[src/rtl/operand_mux_pipe.sv]
// operand_mux_pipe: registered NUM_IN-way operand selector with a valid/ready
// handshake and a one-entry skid register behind the output register, giving
// two beats of storage so the ALU stage can stall without losing operands.
//
// Optional feature macro: OPMUX_PARITY_EN
//   defined   -> even parity of the selected data is computed at capture and
//                carried with the beat through skid and output registers.
//   undefined -> out_par is tied to 0 and no parity storage exists.
//
// Ports:
//   clk        rising-edge clock
//   rst        synchronous active-high reset
//   in_bus     NUM_IN*WIDTH channels, channel k at [k*WIDTH +: WIDTH]
//   sel        channel index, sampled on accept
//   in_valid   upstream offers {in_bus, sel}
//   in_ready   block can accept this cycle (skid register empty)
//   out_data   selected operand
//   out_err    beat was captured with sel >= NUM_IN (data forced to 0)
//   out_par    even parity of out_data (0 when parity is disabled)
//   out_valid  out_data/out_err/out_par valid
//   out_ready  downstream accepts this cycle
module operand_mux_pipe #(
  parameter int unsigned WIDTH  = 8,
  parameter int unsigned NUM_IN = 2,
  localparam int unsigned SEL_W = (NUM_IN > 1) ? $clog2(NUM_IN) : 1
) (
  input  logic                    clk,
  input  logic                    rst,
  input  logic [NUM_IN*WIDTH-1:0] in_bus,
  input  logic [SEL_W-1:0]        sel,
  input  logic                    in_valid,
  output logic                    in_ready,
  output logic [WIDTH-1:0]        out_data,
  output logic                    out_err,
  output logic                    out_par,
  output logic                    out_valid,
  input  logic                    out_ready
);

  typedef enum logic [1:0] {
    S_EMPTY = 2'd0,
    S_ONE   = 2'd1,
    S_FULL  = 2'd2
  } state_t;

  state_t state;
  state_t state_nxt;

  logic             accept;
  logic             deliver;
  logic             load_out;
  logic             load_skid;
  logic             unload_skid;

  logic [WIDTH-1:0] cap_data;
  logic             cap_hit;
  logic             cap_err;

  logic [WIDTH-1:0] skid_data;
  logic             skid_err;

  // Handshake events decoded straight from state so in_ready never depends on out_ready.
  assign accept  = in_valid  & (state != S_FULL);
  assign deliver = out_ready & (state != S_EMPTY);

  // Channel select; any sel without a matching channel yields data 0 and err 1.
  always_comb begin
    cap_data = '0;
    cap_hit  = 1'b0;
    for (int unsigned k = 0; k < NUM_IN; k++) begin
      if (sel == SEL_W'(k)) begin
        cap_data = in_bus[k*WIDTH +: WIDTH];
        cap_hit  = 1'b1;
      end
    end
  end

  assign cap_err = ~cap_hit;

  // State register.
  always_ff @(posedge clk) begin
    if (rst) begin
      state <= S_EMPTY;
    end else begin
      state <= state_nxt;
    end
  end

  // Next-state logic.
  always_comb begin
    state_nxt = state;
    unique case (state)
      S_EMPTY: begin
        if (accept) state_nxt = S_ONE;
      end
      S_ONE: begin
        if (accept && !deliver)      state_nxt = S_FULL;
        else if (!accept && deliver) state_nxt = S_EMPTY;
      end
      S_FULL: begin
        if (deliver) state_nxt = S_ONE;
      end
      default: state_nxt = S_EMPTY;
    endcase
  end

  // Output / datapath-control decode.
  always_comb begin
    in_ready    = 1'b1;
    out_valid   = 1'b0;
    load_out    = 1'b0;
    load_skid   = 1'b0;
    unload_skid = 1'b0;
    unique case (state)
      S_EMPTY: begin
        load_out = accept;
      end
      S_ONE: begin
        out_valid = 1'b1;
        load_out  = accept & deliver;
        load_skid = accept & ~deliver;
      end
      S_FULL: begin
        in_ready    = 1'b0;
        out_valid   = 1'b1;
        unload_skid = deliver;
      end
      default: begin
        in_ready = 1'b1;
      end
    endcase
  end

  // Output and skid registers; the skid beat moves forward on the same edge it is freed.
  always_ff @(posedge clk) begin
    if (rst) begin
      out_data  <= '0;
      out_err   <= 1'b0;
      skid_data <= '0;
      skid_err  <= 1'b0;
    end else begin
      if (load_out) begin
        out_data <= cap_data;
        out_err  <= cap_err;
      end else if (unload_skid) begin
        out_data <= skid_data;
        out_err  <= skid_err;
      end
      if (load_skid) begin
        skid_data <= cap_data;
        skid_err  <= cap_err;
      end
    end
  end

`ifdef OPMUX_PARITY_EN
  logic cap_par;
  logic skid_par;

  // Err beats carry zero data, so their parity is naturally 0.
  assign cap_par = ^cap_data;

  always_ff @(posedge clk) begin
    if (rst) begin
      out_par  <= 1'b0;
      skid_par <= 1'b0;
    end else begin
      if (load_out) begin
        out_par <= cap_par;
      end else if (unload_skid) begin
        out_par <= skid_par;
      end
      if (load_skid) begin
        skid_par <= cap_par;
      end
    end
  end
`else
  assign out_par = 1'b0;
`endif

endmodule
[config.mk]
export PLATFORM = sky130hd
export DESIGN_NAME = operand_mux_pipe
export DESIGN_NICKNAME = d
export VERILOG_FILES = /design/src/rtl/operand_mux_pipe.sv
export SDC_FILE = /design/constraint.sdc
export NUM_CORES = 1
export LEC_CHECK = 0
export BUFFER_PORTS_ARGS = -buffer_cell sky130_fd_sc_hd__buf_2
export CAP_MARGIN = 20
export CORE_ASPECT_RATIO = 0.6
export CORE_MARGIN = 2
export CORE_UTILIZATION = 44
export DETAILED_ROUTE_END_ITERATION = 10
export PLACE_DENSITY_LB_ADDON = 0.15
export SLEW_MARGIN = 20
export SYNTH_ARGS = -nofsm -noshare
export SYNTH_HDL_FRONTEND = slang
export SYNTH_SLANG_ARGS = --single-unit
[constraint.sdc]
create_clock -name clk -period 2.05 [get_ports clk]
set_input_delay 0.41 -clock clk [delete_from_list [all_inputs] [get_ports clk]]
set_output_delay 0.41 -clock clk [all_outputs]
set_load 0.03 [all_outputs]
## Word level (Yosys, flattened, before mapping)

Index checks and enable logic that the tools add are counted.
W data, S select, Z words.

| word-level totals | value |
|---|---|
| output and inout bits | 12 |
| bits of input ports | 21 |
| register bits | 18 |
| word-level logic and storage cells | 36 |

| operators by class | value |
|---|---|
| bitwise operators | 5 |
| eq/ne operators | 6 |
| mux-type cells | 13 |
| reductions and logical operators | 9 |

Operator list:

| operator | count |
|---|---|
| $mux W8 | 3 |
| $mux W2 | 4 |
| $ne A2 B2 Y1 const B | 3 |
| $pmux W2 S3 | 1 |
| $and A1 B1 Y1 | 4 |
| $mux W1 | 4 |
| $reduce_bool A2 Y1 | 2 |
| $ne A3 B3 Y1 const B | 1 |
| $reduce_and A3 Y1 | 1 |
| $eq A2 B1 Y1 const B | 1 |
| $eq A2 B2 Y1 const B | 1 |
| $logic_and A1 B1 Y1 | 2 |
| $logic_not A1 Y1 | 2 |
| $logic_not A2 Y1 | 1 |
| $pmux W1 S2 | 1 |
| $reduce_or A2 Y1 | 1 |
| $not A1 Y1 | 1 |

## Depth between registers and ports, before layout

| depth | value |
|---|---|
| depth in word-level cells | 7 |
| depth in mapped cells | 11 |

## Worst setup path after synthesis

OpenSTA, ideal clock, no wires.

| timing path | value |
|---|---|
| kind | reg2reg |
| start | reg state[0] |
| end | reg state[0] |
| cell stages (with the launch flop) | 10 |
| required time | 1.964 ns |
| path buffers | 1 |
| library setup time | 0.086 ns |
| path slack | 0.008 ns |
| arrival time | 1.956 ns |
| period minus slack after synthesis | 2.042 ns |
| cell sequence | dfxtp_1 > inv_1 > ha_1 > nand2b_4 > buf_2 > inv_1 > ha_1 > and2_1 > a221o_1 > a221oi_2 |

| between the ends | value |
|---|---|
| longest elaborated chain between the ends | 6 |
| elaborated cells on any way between the ends | 17 |
| classes of those cells | eq/ne: 6; mux: 2; bitwise: 2; reduce/logical: 7 |

Ends and longest elaborated chain:

| element | RTL line | source |
|---|---|---|
| start, declared | 46 | `state_t state;` |
| start signal, assigned | 85 | `state <= state_nxt;` |
| $ne A2 B2 Y1 / $reduce_bool A2 Y1 (equally long branches) | 63, 64 |  |
| $and A1 B1 Y1, on equally long branches | 63, 64 |  |
| $logic_not A1 Y1, on equally long branches | 98, 97 |  |
| $logic_and A1 B1 Y1, on equally long branches | 98, 97 |  |
| $ne A3 B3 Y1 (no source line) / $mux W2 (equally long branches) | - |  |
| $reduce_and A3 Y1 (no source line) / $pmux W2 S3 (equally long branches) | - |  |

Several ways; a longest one is shown, not always the timed one.
A chain may end at the register's enable or synchronous reset.

## Worst setup path after layout

Ends and elaborated chain as after synthesis.

==> results.md <==
* Status: complete, no violations
* Leak at 0.507 nW
* Synth top area share at 36.5%
* Area grow syn2layout at 20.7%
* Htree depth at 1
* Placed instance area at 0.00115 mm2
* Asr flop ratio synth at 0%
* Die Height at 40.7 um
* Flops & latches, synth at 18
* Gr ovfl total at 0
* Worst Hold Slack at 0.481 ns
* Critical path arrival at 2.10 ns
* Top_reg_cell synth: dfxtp_1
* Critical path buffers and inverters at 2
* Synth Area per Inst at just under 10 um2
* Postcts setup bufs at 0
* Ports at 33
* HP Start: out_data[7]$_SDFFE_PP0P_
* Die area at roughly 0.0027 mm2
* Top cell type by total area after synthesis: dfxtp_1
* Layer with the highest usage: met2
* Slowest cell on crit path: a221o_1
* Crit. Startpoint: state[0]$_SDFFE_PP0P_
* DP HPWL at 1570 um
* Share of cells above drive strength 1 at between 30% and 40%
* Clock power share at 19.1%
* Fmax at approximately 0.52 GHz
* Register share of total power at 37.4%
* Clk slew on worst S/H paths at 0.06 ns
* Ant. Diodes at 0
* Worst vdd ir at between 0.0005 and 0.0006 V
* Largest net degree at the start of global routing at 20
* Final min period at 1.93 ns
* Critical path's largest stage delay at 0.32 ns
* Tcrit/Tclk final at 94.3%
* Post-synth EDFFs at 0
* Vias in the first global route at ~700
* CP delay by family, top: compound AO/OA/AOI/OAI gates
* Final Util at 55.5%
* GR Util met2 at 27.3%
* Rows at 13
* All-Layer GR Usage at 16.7%
* Skew final at 0.00198 ns
* Drt initial violations at 20
* Crit-path cells: inv_1, ha_2, nand2b_4, inv_1, ha_1, and2_1, a221o_1, a221oi_2
* Bufs on Longest Clock Path at 2
* Routed Antenna Nets at 0
* Final number of hold-violating endpoints at 0
* # setup viols final at 0
* Sequential-to-total area share from yosys stat at 36.5%
* IO Port Bufs at 30
* Post-synthesis cell count at 101
* Max FO, Critical Path at 5
* Via count at 800
* Router iterations before antenna repair at 4
* Most common cell type on the critical path: inv_1
* Worst-Skew Late Latency at 0.25 ns
* Synth unique cells at 23
* Routed WL per cell at 13.1 um
* CP endpoint kind: flop
* Critical path startpoint category: flop
* Placeable Area at 0.00215 mm2
* Initial antenna violation count at 0
* Synth area leaders: dfxtp_1 37%, mux2i_1 15%, a211oi_1 11%, ha_1 6.3%, nor3b_1 4.6%
* Met1 Usage GRT at 21.4%
* Cts bufs inserted at 3
* Sw power at approximately 480 uW
* MaxCap Viol Count at 0
* Syn. warnings at 0
* Non-Filler Instances at about 160
* HP Class: flop to flop
* Residual DRC at 0
* Req. time, crit path at 2.22 ns
* Gate power share at 43.5%
* Vias per cell at 5.03
* Final Max Tran Viols at 0
* CTS tree: yes
* Mapped Area at ~990 um2
* WS Path Type: flop to flop
* Internal power at between 700 and 800 uW
* DIE WIDTH at 65.2 um
* First-pass GRT wire length at 3170 um
* Net Sw Frac at around two fifths
* FF-to-FF Start: state[0]$_SDFFE_PP0P_
* Clock root buffer master: clkbuf_8
* Setup TNS at 0 ns
* Dpl cells at 156
* RSZ-0062 raised after global routing: no
* Final Cell Area at between 0.001 and 0.0015 mm2
* Drt total wl at 2080 um
* Final nets at 157
* GRT met3 Usage at around 5%
* PD cells at 1060 mW/mm2
* GPL Wtd Cong at 0.824
* Sink Count at 18
* Initial Util at 46.0%
cell usage in the layout, fill, tap and decap left out, drive strengths merged:
master,count
a2bb2oi,2
a211oi,14
a221o,1
buf,34
nor3b,6
conb,2
inv,4
mux2i,15
nor2,10
dfxtp,18
or2,1
and2,2
nand2b,6
ha,5
and3b,1
a21oi,2
clkbuf,3
a221oi,3
metal layers:
layer,wire [um],vias to the layer above,share of wire [%]
met1,1020,362,49
li1,-,418,-
met4,12,0,0.58
met2,941,18,45
met5,0,-,0
met3,102,2,4.9
cells by family after synthesis:
logic type	count (synthesis)	synth area share [%]
DFF	18	36.5
adders and majority gates	5	6.34
other	1	0.380
AOI/OAI and AO/OA	22	18.1
buffers and inverters	14	7.73
muxes	15	15.2
and+or+nand+nor	26	15.7
cell usage after synthesis, types with 2 or more instances:
cell type / count
a2bb2oi_1: 2
a221oi_1: 2
buf_2: 4
mux2i_1: 15
nand2b_1: 5
nor2_1: 10
inv_1: 4
a211oi_1: 14
ha_1: 5
and2_1: 2
buf_4: 3
dfxtp_1: 18
clkbuf_1: 2
nor3b_1: 6
final timing paths:
| path | end | slack, ns | cells past startpoint |
|---|---|---|---|
| hold reg to reg | out_data[7]$_SDFFE_PP0P_ | 0.48 | 2 |
| hold / removal | out_data[7]$_SDFFE_PP0P_ | 0.48 | 2 |
| setup reg to reg | state[0]$_SDFFE_PP0P_ | 0.12 | 8 |
| setup / recovery | state[0]$_SDFFE_PP0P_ | 0.12 | 8 |
area by class of cell:
cell class | count | area [um2]
Inverter | 4 | 15.0
Sequential cell | 18 | 360
Clock buffer | 3 | 41.3
Timing Repair Buffer | 34 | 180
Fill cell | 208 | 956
Tap cell | 30 | 37.5
Multi-Input combinational cell | 70 | 557
power groups by stage:
stage	clock [mW]	combinational, mW	sequential, mW
floorplan	0	0.350	0.541
global placement	0	0.538	0.471
detailed placement	0	0.548	0.477
CTS	0.249	0.548	0.470
global route	0.263	0.601	0.479
finish	0.241	0.548	0.471
worst reg2reg max path: stages (launching register included):
cell and delay, ns:
dfxtp_1 0.31, inv_1 0.13, ha_2 0.24, nand2b_4 0.13, inv_1 0.04, ha_1 0.27, and2_1 0.17, a221o_1 0.32
a221oi_2 0.26
per-stage QoR:
stage	setup WS (ns)	power (mW)
after detailed placement	0.0973	1.03
after CTS	0.0798	1.27
after global placement	0.144	1.01
final	0.116	1.26
after global routing	0.000594	1.34
after floorplan	0.00789	0.892
timing repair:
action	in CTS	in global routing
endpoints found under the setup margin	0	1
hold buffers	0	0
gates resized for setup	0	1
registers in the layout, indices dropped and copies added (netlist names):
register	flops
skid_data	8
out_data	8
state	2
Power figures use the tool's default switching activity.
